==> src/rtl/fifo_stream_out.sv <==
// Drain stage for a block-RAM FIFO: turns read-enable/not-empty with 1-cycle read data
// into a valid/ready stream using a 2-entry skid buffer, with flush and a delivered-word count.
module fifo_stream_out #(
    parameter int unsigned DATA_ = 8,
    parameter int unsigned CNT_  = 16
) (
    input  logic             clk,
    input  logic             rst,
    input  logic             fifo_empty_,
    output logic             fifo_re,
    input  logic [DATA_-1:0] fifo_dout,
    input  logic             flush,
    output logic             out_valid,
    input  logic             out_ready,
    output logic [DATA_-1:0] out_data,
    output logic [CNT_-1:0]  count
);

    logic [1:0]      occ_q, occ_d;
    logic            inflight_q, inflight_d;
    logic            drop_q, drop_d;
    logic            head_q, head_d;
    logic            tail_q, tail_d;
    logic [CNT_-1:0] count_q, count_d;
    logic [DATA_-1:0] buf_q [2];

    logic       pop;
    logic       capture;
    logic [2:0] pending;

    // Credit check counts buffered, in-flight and departing words so the buffer can never overflow.
    always_comb begin
        out_valid  = !rst && !flush && (occ_q != 2'd0);
        pop        = out_valid && out_ready;
        pending    = 3'(occ_q) + 3'(inflight_q) - 3'(pop);
        fifo_re    = !rst && !flush && fifo_empty_ && (pending < 3'd2);
        capture    = inflight_q && !drop_q && !flush;

        occ_d      = occ_q;
        head_d     = head_q;
        tail_d     = tail_q;
        count_d    = count_q;
        inflight_d = fifo_re;
        drop_d     = flush && inflight_q;

        if (flush) begin
            occ_d  = 2'd0;
            head_d = 1'b0;
            tail_d = 1'b0;
        end else begin
            if (capture) begin
                tail_d = !tail_q;
            end
            if (pop) begin
                head_d  = !head_q;
                count_d = count_q + CNT_'(1);
            end
            occ_d = 2'(3'(occ_q) + 3'(capture) - 3'(pop));
        end
    end

    always_ff @(posedge clk) begin
        if (rst) begin
            occ_q      <= 2'd0;
            inflight_q <= 1'b0;
            drop_q     <= 1'b0;
            head_q     <= 1'b0;
            tail_q     <= 1'b0;
            count_q    <= '0;
        end else begin
            occ_q      <= occ_d;
            inflight_q <= inflight_d;
            drop_q     <= drop_d;
            head_q     <= head_d;
            tail_q     <= tail_d;
            count_q    <= count_d;
        end
    end

    // Data storage needs no reset; it is only observed while out_valid is high.
    always_ff @(posedge clk) begin
        if (!rst && capture) begin
            buf_q[tail_q] <= fifo_dout;
        end
    end

    assign out_data = buf_q[head_q];
    assign count    = count_q;

endmodule
==> config.mk <==
export PLATFORM = sky130hd
export DESIGN_NAME = fifo_stream_out
export DESIGN_NICKNAME = d
export VERILOG_FILES = /design/src/rtl/fifo_stream_out.sv
export SDC_FILE = /design/constraint.sdc
export NUM_CORES = 1
export LEC_CHECK = 0
export ABC_AREA = 1
export CORE_MARGIN = 2
export CORE_UTILIZATION = 25
export DETAILED_ROUTE_END_ITERATION = 12
export PLACE_DENSITY = 0.53
export SYNTH_ARGS = -nofsm -noshare
export SYNTH_HDL_FRONTEND = slang
export SYNTH_SLANG_ARGS = --single-unit
==> constraint.sdc <==
create_clock -name clk -period 3.15 [get_ports clk]
set_clock_uncertainty 0.05 [all_clocks]
set_input_delay 0.315 -clock clk [delete_from_list [all_inputs] [get_ports clk]]
set_output_delay 0.315 -clock clk [all_outputs]
set_load 0.03 [all_outputs]
Yosys cells after proc, flatten, opt, wreduce, memory -nomap -nowiden

Memories as Yosys holds them, arrays and structs flattened. A register that Yosys moved wholly into a read port is not among the register bits.
Cells that the tools add are included.

Register bits: 22
Bits in latches: 0
Bits in writable memories: 16
ROM bits: 0
Memories kept: 1

Add/subtract/negate cells: 5
$mul: 0
Div/mod/pow operators: 0
Order comparisons: 1
Eq/ne operators: 0
Shift operators: 0
Multiplexer cells: 4
Bitwise operators: 1
Reduce and logical (&&, ||, !) cells: 17

Memories:

| memory | words | width | rd ports | clocked after memory_dff | wr ports | line | text |
|---|---|---|---|---|---|---|---|
| buf_q  | 2     | 8     | 1        | 1                        | 1        | 25   | `logic [DATA_-1:0] buf_q [2];` |

Operators with widths:

| operator                                           | count |
|---|---|
| adder 16 x 1 -> 16 bit, second input constant      | 1 |
| logical AND 1 bit                                  | 9 |
| logical NOT 1 bit                                  | 5 |
| two-way mux 1 bit                                  | 4 |
| adder 2 x 1 -> 3 bit                               | 1 |
| < comparator 3 x 2 -> 1 bit, second input constant | 1 |
| subtractor 3 x 1 -> 3 bit                          | 1 |
| adder 2 x 1 -> 2 bit                               | 1 |
| AND reduction 2 bit                                | 1 |
| nonzero test 2 bit                                 | 1 |
| OR reduction 2 bit                                 | 1 |
| subtractor 2 x 1 -> 2 bit                          | 1 |
| inverter 1 bit                                     | 1 |

Logic depth before layout (Yosys ltp)

Depth after elaboration: 7
Depth in mapped cells: 11
Gate-level depth less buffers: 10

Least setup slack after synthesis

No wires, ideal clock.

Path type: register -> output
Start: register occ_q[1]
End: output fifo_re
Arrival: 2369 ps
Data required time: 2785 ps
Slack: 416 ps
Cell stages (with the launch flop): 11
Path buffers: 1
Cells stage by stage: dfxtp_1 -> inv_1 -> nand2_1 -> nand3_4 -> buf_6 -> inv_4 -> ha_1 -> or2_2 -> fa_1 -> nand3_1 -> nor2_1

Cells in the longest elaborated chain, start to end: 6
Elaborated cells between the ends (all ways): 7

Ends and longest elaborated chain:

| item                        | line | text |
|---|---|---|
| from (decl)                 | 19   | `logic [1:0] occ_q, occ_d;` |
| from (signal assigned)      | 64   | `occ_q <= 2'd0;` |
| from (signal assigned)      | 71   | `occ_q <= occ_d;` |
| nonzero test 2 bit          | 33   | `out_valid = !rst && !flush && (occ_q != 2'd0);` |
| logical AND 1 bit           | 33   |  |
| logical AND 1 bit           | 34   | `pop = out_valid && out_ready;` |
| net pop                     | 27   | `logic pop;` |
| subtractor 3 x 1 -> 3 bit   | 35   | `pending = 3'(occ_q) + 3'(inflight_q) - 3'(pop);` |
| < comparator 3 x 2 -> 1 bit | 36   | `fifo_re = !rst && !flush && fifo_empty_ && (pending < 3'd2);` |
| logical AND 1 bit           | 36   |  |
| to (decl)                   | 10   | `output logic fifo_re,` |

The timed path passes the listed nets, and every way through them passes these cells.

Worst setup path after layout

Start: input rst
End: output fifo_re

Cells in the longest elaborated chain, start to end: 7
Elaborated cells between the ends (all ways): 8

Ends and longest elaborated chain:

| item                            | line | text |
|---|---|---|
| from (decl)                     | 8    | `input logic rst,` |
| logical NOT 1 bit               | 33   |  |
| logical AND 1 bit (2 in series) | 33   |  |
| logical AND 1 bit               | 34   |  |
| net pop                         | 27   |  |
| subtractor 3 x 1 -> 3 bit       | 35   |  |
| < comparator 3 x 2 -> 1 bit     | 36   |  |
| logical AND 1 bit               | 36   |  |

The timed path passes the listed nets, and every way through them passes these cells.

==> results.txt <==
First-pass GRT wire length -> 6589 µm
Status -> finished clean
Post-DR wirelength/cell -> 11.48 µm
N_diodes -> 0
Worst-path cell chain -> clkdlybuf4s50_1, nor2_4, nand3_4, inv_4, ha_1, or2_2, fa_1, nand3_1, nor2_1, buf_4
Total track usage -> 0.1074
Worst-margin pin slew -> 0.3806 ns
Yosys reg bits -> 39
Synth warnings -> 0
Hold Crit Class -> flip-flop to flip-flop
WP data arrival -> 2.56 ns
Worst setup SP type -> input port
Worst-path clk slew -> 0.08 ns
Synthesized area per cell -> 8.973 µm²
Starting Density -> 0.2551
Hold Violations, Final -> 0
CP max-delay cell -> clkdlybuf4s50_1
Area leader, netlist -> edfxtp_1
Most common cell after layout, fill and taps aside -> clkdlybuf4s50_1
Vias in the first global route -> 1432
PD cells -> 404.1 mW/mm²
Critical path class -> input port to output pin
DP HPWL -> 2964 µm
Util after Layout -> 0.3428
Pin count of the biggest net entering global routing -> 14
Synth top area cells -> edfxtp_1 26%, dfxtp_1 25%, nor2_1 7.2%, nand2_1 6.8%, inv_1 5.3%
Worst skew pair latency -> 0.29 ns
Layout Nets -> 269
Endpoints failing setup -> 0
Layout area overhead -> 34.38%
CP peak stage delay -> 0.48 ns
Worst slew margin -> 0.7459
Setup bufs post-CTS -> 0
Die Y -> 89.57 µm
Maximum vdd ir drop -> 0.1402 mV
TritonCTS Buffers -> 5
Peak Freq -> 341.6 MHz
GRT overflow -> 0
Root buffer cell -> clkbuf_8
Max-cap violation count -> 0
Slew Limit Fails -> 0
Port Buffers -> 38
Via density -> 4.145
Fin crit share -> 0.9294
Initial antenna violation count -> 0
Clock Path Buffers -> 2
H-tree Lvls -> 2
Syn_nets -> 222
DRC errors left -> 0
CP max FO -> 7
Clock Sinks -> 39
I/O pin count -> 39
CP top delay family -> simple AND/OR/NAND/NOR gates
Synth Cell Area -> 0.001831 mm²
RD Place Congestion -> 0.8060
CP bufs+invs -> 3
Overall die width -> 89.57 µm
Top-area cell type share of the netlist area -> 0.2625
Core Area -> 0.007176 mm²
Detailed Route WL -> 4031 µm
Post-cts resize count -> 0
RSZ-0062 raised after global routing -> no
Minimum clock period -> 2.928 ns
Req. time, crit path -> 2.78 ns
Initial DRC count -> 64
Cells after Synth -> 204
DR pass1 iterations -> 4
Setup TNS -> 0 ns
Die footprint -> 0.008023 mm²
Antenna-violating nets left -> 0
Via count -> 1455
Rows -> 31
CP Capture Type -> output pin
CTS tree -> built
P_leak -> 0.9132 nW
Hold_buf cts -> 0
Seq/Total Area, Yosys -> 0.5140
Share of layout cells above drive strength 1 -> 0.1310
Most frequent cells in the layout -> 37 x clkdlybuf4s50_1, 35 x nor2_1, 33 x nand2_1
Synth cell types -> 26
kinds of logic (layout without fill, tap and decap cells):
kind of cell | count (synthesis) | in the layout | share of synthesized area
compound gates | 13 | 13 | 0.03554
xor+xnor | 5 | 5 | 0.02393
fa+ha+maj | 5 | 5 | 0.03828
buf+inv | 31 | 79 | 0.07314
flops | 39 | 39 | 0.5140
mux | 8 | 8 | 0.04922
simple gates | 103 | 103 | 0.2659
per-stage QoR:
| step | cell area [µm²] | power [mW] | hold slack [ns] | std cells | setup WS, ns |
|---|---|---|---|---|---|
| 4_1_cts | 2460 | 1.007 | 0.4564 | 351 | 0.1974 |
| 2_1_floorplan | 1831 | 0.5596 | 0.3639 | 204 | 0.4159 |
| 3_5_place_dp | 2347 | 0.5863 | 0.4425 | 343 | 0.1975 |
| 5_1_grt | 2460 | 1.028 | 0.4813 | 351 | 0.1289 |
| 6_report | 2460 | 0.9941 | 0.4640 | 351 | 0.2225 |
| 3_3_place_gp | 2347 | 0.5860 | 0.4437 | 343 | 0.2027 |
layer usage:
metal	vias to the layer above	global-route usage	wire length, µm
li1	751	-	-
met1	658	0.1367	1896
met2	41	0.1678	1793
met3	5	0.03473	292
met4	0	0.04478	48
met5	-	0	0
flip-flops by register name, summed over array words and instances, names as in the netlist, named ones only:
signal / flops
buf_q: 16
count: 16
occ_q: 2
drop_q: 1
head_q: 1
inflight_q: 1
tail_q: 1
power breakdown:
| part | total (mW) | internal (mW) | switching (mW) |
|---|---|---|---|
| combinational | 0.0457 | 0.0236 | 0.0221 |
| clock | 0.420 | 0.236 | 0.184 |
| sequential | 0.528 | 0.527 | 0.00130 |
layout make-up:
type / instances / area [µm²]
Fill cell: 741 / 4716
Sequential cell: 39 / 940.9
Multi-Input combinational cell: 134 / 755.7
Timing Repair Buffer: 44 / 422.9
Tap cell: 99 / 123.9
Inverter: 27 / 103.9
Clock buffer: 5 / 68.82
Clock inverter: 3 / 43.79
Yosys cell counts, drive strengths merged:
library cell	number
buf	2
nand2	35
ha	4
or2	2
clkbuf	2
xor2	2
nor3	6
nand4	6
mux2	8
edfxtp	16
nor2	39
dfxtp	23
o21ai	4
nand3	14
inv	27
a21oi	9
xnor2	3
fa	1
nor3b	1
worst paths after layout:
kind / start / endpoint / slack [ns] / cells after the start
worst min register to register: inflight_q / drop_q / 0.46 / 2
worst min-delay path: inflight_q / drop_q / 0.46 / 2
worst max register to register: occ_q[1] / inflight_q / 1.04 / 9
worst max-delay path: rst / fifo_re / 0.22 / 10
worst min-delay path, stage by stage (launching register included):
cell and delay (ns):
dfxtp_1 0.34, inv_1 0.09, nor3_1 0.04
Power figures use the tool's default switching activity.
